$ cat config.mk
export PLATFORM = sky130hd
export DESIGN_NAME = mux_pipe_n
export DESIGN_NICKNAME = d
export VERILOG_FILES = /design/src/rtl/mux_pipe_n.sv
export SDC_FILE = /design/constraint.sdc
export NUM_CORES = 1
export LEC_CHECK = 0
export CAP_MARGIN = 20
export CORE_MARGIN = 2
export CORE_UTILIZATION = 32
export DETAILED_ROUTE_END_ITERATION = 6
export PLACE_DENSITY = 0.85
export SLEW_MARGIN = 20
export SYNTH_ARGS = -nofsm -noshare
export SYNTH_HDL_FRONTEND = slang
export SYNTH_SLANG_ARGS = --single-unit
$ cat constraint.sdc
create_clock -name clk -period 1.91 [get_ports clk]
set_input_delay 0.2865 -clock clk [delete_from_list [all_inputs] [get_ports clk]]
set_output_delay 0.2865 -clock clk [all_outputs]
set_load 0.05 [all_outputs]
$ cat src/rtl/mux_pipe_n.sv
// -----------------------------------------------------------------------------
// mux_pipe_n
//
// Purpose:
//   Parametrised NUM_IN-channel, WIDTH-bit selector feeding the CORDIC
//   iteration pipeline. One operand stream is chosen per cycle by `sel`,
//   captured into a registered output stage with a valid/ready handshake, and
//   tagged with the index of the channel it came from. Out-of-range selects
//   are rejected and reported one cycle later on `sel_err`.
//
// Configuration:
//   MUX_SKID_EN  (undefined by default)
//     undefined : single output register, capacity 1 beat. in_ready depends
//                 combinationally on out_ready (space = !out_valid | out_ready).
//     defined   : adds a 1-entry skid register, capacity 2 beats. in_ready is
//                 a function of registered state and sel only, so there is no
//                 combinational path from out_ready to in_ready.
//
// Parameters:
//   WIDTH   data bits per channel
//   NUM_IN  number of input channels (>= 2)
//   SEL_W   select width, 2**SEL_W >= NUM_IN
//
// Ports:
//   clk        rising-edge clock
//   rst_n      asynchronous active-low reset
//   in_data    channel i at bits [i*WIDTH +: WIDTH]
//   in_valid   per-channel valid
//   in_ready   per-channel ready, at most one bit high, 0 while in reset
//   sel        channel select, sampled every cycle
//   out_data   registered selected data
//   out_idx    channel index of the beat in out_data
//   out_valid  output beat valid
//   out_ready  downstream accept
//   sel_err    registered 1-cycle pulse: sel >= NUM_IN on the previous cycle
// -----------------------------------------------------------------------------
module mux_pipe_n #(
    parameter int WIDTH  = 16,
    parameter int NUM_IN = 4,
    parameter int SEL_W  = 2
) (
    input  logic                    clk,
    input  logic                    rst_n,
    input  logic [NUM_IN*WIDTH-1:0] in_data,
    input  logic [NUM_IN-1:0]       in_valid,
    output logic [NUM_IN-1:0]       in_ready,
    input  logic [SEL_W-1:0]        sel,
    output logic [WIDTH-1:0]        out_data,
    output logic [SEL_W-1:0]        out_idx,
    output logic                    out_valid,
    input  logic                    out_ready,
    output logic                    sel_err
);

    // One extra bit so the range check also works when NUM_IN == 2**SEL_W.
    localparam logic [SEL_W:0] NUM_IN_W = (SEL_W + 1)'(NUM_IN);

    logic                 sel_ok_s;
    logic [NUM_IN-1:0]    onehot_s;
    logic [WIDTH-1:0]     sel_data_s;
    logic                 sel_valid_s;
    logic                 space_s;
    logic                 transfer_s;

    logic [WIDTH-1:0]     out_data_r;
    logic [SEL_W-1:0]     out_idx_r;
    logic                 out_valid_r;
    logic                 sel_err_r;

    // Select decode: range check plus a one-hot channel vector (all zero when out of range).
    always_comb begin
        sel_ok_s = ({1'b0, sel} < NUM_IN_W);
        onehot_s = '0;
        for (int i = 0; i < NUM_IN; i++) begin
            onehot_s[i] = sel_ok_s & (sel == SEL_W'(i));
        end
    end

    // AND-OR data/valid mux driven by the one-hot select; no out-of-range slice is ever formed.
    always_comb begin
        sel_data_s  = '0;
        sel_valid_s = 1'b0;
        for (int i = 0; i < NUM_IN; i++) begin
            sel_data_s  = sel_data_s | (in_data[i*WIDTH +: WIDTH] & {WIDTH{onehot_s[i]}});
            sel_valid_s = sel_valid_s | (in_valid[i] & onehot_s[i]);
        end
    end

    // Ready fan-out: only the selected channel sees ready, and nothing is ready during reset.
    always_comb begin
        in_ready = onehot_s & {NUM_IN{space_s & rst_n}};
    end

    // A beat moves when the selected channel is valid and there is room for it.
    always_comb begin
        transfer_s = sel_valid_s & space_s;
    end

    // Out-of-range select flag, one registered pulse per offending cycle.
    always_ff @(posedge clk or negedge rst_n) begin
        if (!rst_n) begin
            sel_err_r <= 1'b0;
        end else begin
            sel_err_r <= ~sel_ok_s;
        end
    end

`ifdef MUX_SKID_EN

    logic [WIDTH-1:0]     skid_data_r;
    logic [SEL_W-1:0]     skid_idx_r;
    logic                 skid_full_r;
    logic                 drain_s;

    // Input side only looks at the skid flag, so out_ready never reaches in_ready.
    always_comb begin
        space_s = ~skid_full_r;
        drain_s = ~out_valid_r | out_ready;
    end

    // Output stage: refill from skid first to preserve order, otherwise from the input.
    always_ff @(posedge clk or negedge rst_n) begin
        if (!rst_n) begin
            out_data_r  <= '0;
            out_idx_r   <= '0;
            out_valid_r <= 1'b0;
        end else if (drain_s) begin
            if (skid_full_r) begin
                out_data_r  <= skid_data_r;
                out_idx_r   <= skid_idx_r;
                out_valid_r <= 1'b1;
            end else if (transfer_s) begin
                out_data_r  <= sel_data_s;
                out_idx_r   <= sel;
                out_valid_r <= 1'b1;
            end else begin
                out_valid_r <= 1'b0;
            end
        end else begin
            out_valid_r <= out_valid_r;
        end
    end

    // Skid register: catches the one beat accepted while the output is stalled.
    always_ff @(posedge clk or negedge rst_n) begin
        if (!rst_n) begin
            skid_data_r <= '0;
            skid_idx_r  <= '0;
            skid_full_r <= 1'b0;
        end else if (drain_s) begin
            skid_full_r <= 1'b0;
        end else if (transfer_s) begin
            skid_data_r <= sel_data_s;
            skid_idx_r  <= sel;
            skid_full_r <= 1'b1;
        end else begin
            skid_full_r <= skid_full_r;
        end
    end

`else

    // Room exists when the output is empty or is being popped this cycle.
    always_comb begin
        space_s = ~out_valid_r | out_ready;
    end

    // Single output register: a push replaces a popped beat with no bubble; data holds when idle.
    always_ff @(posedge clk or negedge rst_n) begin
        if (!rst_n) begin
            out_data_r  <= '0;
            out_idx_r   <= '0;
            out_valid_r <= 1'b0;
        end else if (transfer_s) begin
            out_data_r  <= sel_data_s;
            out_idx_r   <= sel;
            out_valid_r <= 1'b1;
        end else if (out_ready) begin
            out_valid_r <= 1'b0;
        end else begin
            out_valid_r <= out_valid_r;
        end
    end

`endif

    assign out_data  = out_data_r;
    assign out_idx   = out_idx_r;
    assign out_valid = out_valid_r;
    assign sel_err   = sel_err_r;

endmodule
---- Word-level counts from Yosys, hierarchy flattened ----
Cells that the tools add are included.
Widths: inputs -> output; s select.
cells by class
  add/subtract/negate cells ............... 0
  multiply operators ...................... 0
  div/mod/pow operators ................... 0
  order comparisons ....................... 0
  equality and inequality tests ........... 3
  shift-type cells ........................ 0
  mux-type cells .......................... 2
  bitwise gates (word level) .............. 19
  reductions and logical operators ........ 2
operator list
  cell                count
  $and 16x16->16      4
  $or 16x16->16       3
  $and 1x1->1         6
  $and 4x4->4         1
  $eq 2x2->1 const B  2
  $or 1x1->1          4
  $eq 2x1->1 const B  1
  $logic_not 2->1     1
  $mux 1              2
  $reduce_bool 2->1   1
  $not 1->1           1
storage, ports and cells
  bits in registers ....................... 19
  latch bits .............................. 0
  bits in writable memories ............... 0
  bits in read-only memories .............. 0
  bits of input ports ..................... 73
  output and inout port bits .............. 24
  memories kept ........................... 0

---- Depth between registers and ports, before layout ----
  word-level depth ........................ 7
  mapped depth ............................ 5

---- Worst setup path before layout ----
Ideal clock, no wire load.
  path kind ............................... reg-to-output
  from .................................... register out_valid_r, in the netlist out_valid
  to ...................................... output in_ready[0]
  data arrival time ....................... 1.964 ns
  slack ................................... -0.341 ns
  stages on the path, launching flop included .. 4
  path buffers ............................ 0
  path through ............................ dfrtp_1 nand2b_1 nand2_1 nor3_1
between the ends
  cells in the longest elaborated chain, start to end .. 4
RTL lines
  what                    RTL line  RTL
  start, declared         67        logic out_valid_r;
  start signal, assigned  181       out_valid_r <= out_valid_r;
  $not 1->1               165       space_s = ~out_valid_r | out_ready;
  $or 1x1->1              165
  $and 1x1->1             91        in_ready = onehot_s & {NUM_IN{space_s & rst_n}};
  $and 4x4->4             91
  end, declared           46        output logic [NUM_IN-1:0] in_ready,
No other way between the ends.

---- Worst setup path in the final report ----
  from .................................... input sel[1]
  to ...................................... output in_ready[2]
between the ends
  cells in the longest elaborated chain, start to end .. 2
RTL lines
  what             RTL line  RTL
  start, declared  47        input logic [SEL_W-1:0] sel,
  $eq 2x2->1       75        onehot_s[i] = sel_ok_s & (sel == SEL_W'(i));
  $and 4x4->4      91
No other way between the ends.

==> impl_metrics.csv <==
group,metric,value,unit
power,internal_power,0.00111,W
drt,drc,0,
sta,maxSlewHeadroom,65.0,%
placement,dp_hpwl,2.92,mm
grt,track_usage,16.1,%
synth,netlist.area_leader.share,40.1,%
clock_network,root_buffer,"clkbuf_8",
drt,vias,1085,
synth,syn_area_per_cell,15.6,um2
floorplanning,start_util,32.9,%
critical_path,worstPathArrival,1.53,ns
critical_path,r2r-start,"out_valid",
finish,fillers,284,
synth,synth_area_leader_cell,"dfrtp_1",
floorplanning,die_w,64.9,um
grt,grt_use_met1,16.6,%
placement,port_buffers,95,
drt,routed_wl,3.27,mm
min_path,hp-class,"input pin to asynchronous set/reset pin",
floorplanning,core-area,3610,um2
placement,postPlaceCellArea,2280,um2
grt,busiest_layer,"met2",
finish,antenna_cells,0,
power,sequentialPowerShare,30.5,%
sta,period_minus_slack,1.81,ns
finish,drive_gt1_share,25.4,%
power,p_sw_share,39.5,%
drt,drtIter0Drc,12,
sta,setup_tns,0,ns
job,maxCapViolCount,0,
grt,use_met3,3.47,%
power,power_density,787,nW/um2
grt,grt_max_degree,20,
synth,syn_area,1190,um2
critical_path,worstRegToRegCells,5,
placement,gp_congestion,0.726,
sta,setup_slack,0.0963,ns
synth,ys_seq_area_share,40.1,%
floorplanning,rows,22,
critical_path,crit_required,1.62,ns
sta,setup_viol,0,
synth,yosysMostFrequentCell,"dfrtp_1",
synth,ys_ff_latch,19,
critical_path,critPathKind,"input pin to output port",
synth,synth_commonest_cells,"dfrtp_1 (19), mux4_2 (16), mux2_1 (10)",
run_status,outcome,"finished clean",
grt,antenna_found_initial,0,
finish,design_area,2330,um2
sta,hold_viol,0,
synth,synth-main-ff-cell,"dfrtp_1",
sta,fin_worst_skew,0.000278,ns
clock_network,cts_max_level,1,
drt,final_antenna_net_count,0,
drt,wl_per_cell,14.5,um
grt,grtUsageMet2,31.7,%
synth,synthTopCellsByArea,"dfrtp_1 (40%), mux4_2 (30%), mux2_1 (9.5%), mux2_2 (7.6%), a31oi_4 (1.8%)",
finish,nNetsFinal,251,
floorplanning,pin_count,97,
floorplanning,dieArea,4210,um2
grt,grt_pass1_vias,1163,
sta,fin_crit_sh,95.0,%
synth,ys_warn_count,0,
grt,grt.overflow.total,0,
synth,netlist_instances,76,
critical_path,startpoint,"sel[1]",
clock_network,cts.hold.buffers_added,0,
power,p_leak,0.915,nW
critical_path,cp_max_fo,11,
grt,grt_pass1_wl,5.13,mm
clock_network,cts_buffers,3,
sta,rsz0062_at_grt,"false",
sta,worst_slew_pin_slew,0.524,ns
drt,first_pass_iters,4,
sta,fmax,0.551,GHz
clock_network,cts_buffer_depth,2,
power,vdd_drop_max,0.412,mV
clock_network,clk_latency,0.24,ns
power,clock_power_share,14.4,%
power,power.switching,0.000724,W
critical_path,critPathLaunchType,"input pin",
synth,syn-num-nets,149,
sta,timing.hold.ws,0.457,ns
critical_path,endpoint_kind,"output port",
clock_network,clk_pin_slew_worst_paths,0.07,ns
placement,place_ws,-0.297,ns
power,power_frac_comb,55.1,%
clock_network,cts_setup_buffers,0,
power,total_power,0.00183,W
floorplanning,die_h,64.9,um
sta,finalMaxSlewViolations,0,
drt,via_per_inst,4.82,
clock_network,cts_tree,"built",
synth,synth_edf_count,0,
clock_network,cts.sink_count,19,
synth,synthArstFlopShare,100,%
synth,synthDistinctLibCells,21,
finish,area_growth,96.5,%
power groups by stage:
stage | clock network (W) | logic, W | registers [W]
final | 0.000264 | 0.00101 | 0.000559
after floorplan | 0 | 0.000212 | 0.000929
after detailed placement | 0 | 0.00102 | 0.000568
after global routing | 0.000290 | 0.00105 | 0.000572
after CTS | 0.000273 | 0.00102 | 0.000562
after global placement | 0 | 0.000999 | 0.000563
worst max-delay path: stages:
cell and delay (ns):
clkdlybuf4s50_1 0.54, buf_4 0.23, nand3_1 0.11, nor2_1 0.19, buf_12 0.17
sequential cells by signal, indices dropped and copies added (netlist names):
register	cells
out_data	16
out_idx	2
out_valid	1
path summary, 6_finish.rpt:
path / endpoint / slack (ns)
max: in_ready[2] / 0.1
min: out_data[3] / 0.46
max reg2reg: out_data[0] / 0.48
min reg2reg: out_data[14] / 0.49
max in group asynchronous: out_valid / 1.24
min in group clk: out_data[14] / 0.49
layout by cell type (no fill, tap or decap), drive strengths merged:
| cell | count |
|---|---|
| clkinv | 1 |
| a31oi | 1 |
| dlygate4sd2 | 1 |
| nand2 | 2 |
| conb | 1 |
| nor3 | 2 |
| inv | 2 |
| clkdlybuf4s50 | 90 |
| mux4 | 16 |
| dfrtp | 19 |
| mux2 | 19 |
| nand2b | 1 |
| clkbuf | 3 |
| mux2i | 1 |
| and3b | 1 |
| o21ai | 1 |
| buf | 12 |
| nor2 | 2 |
| nand3 | 2 |
per-stage QoR:
stage,utilization (%),std cells
floorplan,-,76
global placement,63.1,221
global route,64.6,225
CTS,64.5,225
detailed placement,63.1,221
finish,64.6,225
timing repair:
action,4_1_cts,5_1_grt
setup endpoints to repair,14,1
cloned,0,0
resized for setup,2,1
per-layer routing:
metal,wire length [um],part of all wire [%]
met1,1130,35
met2,1910,58
met3,152,4.7
met4,79,2.4
met5,0,0
logic make-up after synthesis:
family                 share of synthesized area, %
AO/OA/AOI/OAI                                  2.21
buffers and inverters                          3.59
flip-flops                                     40.1
multiplexers                                   49.6
other                                         0.316
AND/OR/NAND/NOR                                4.22
layout make-up:
cell class              instances  area (um2)  area share (%)
clock inverters                 1        5.00           0.215
clock buffers                   3        41.3            1.77
repair buffers                103        1060            45.6
well taps                      48        60.1            2.58
multi-input cells              49         678            29.1
inverters                       2        7.51           0.322
flip-flops and latches         19         477            20.5
No activity file was read; power rests on OpenSTA's default activity.
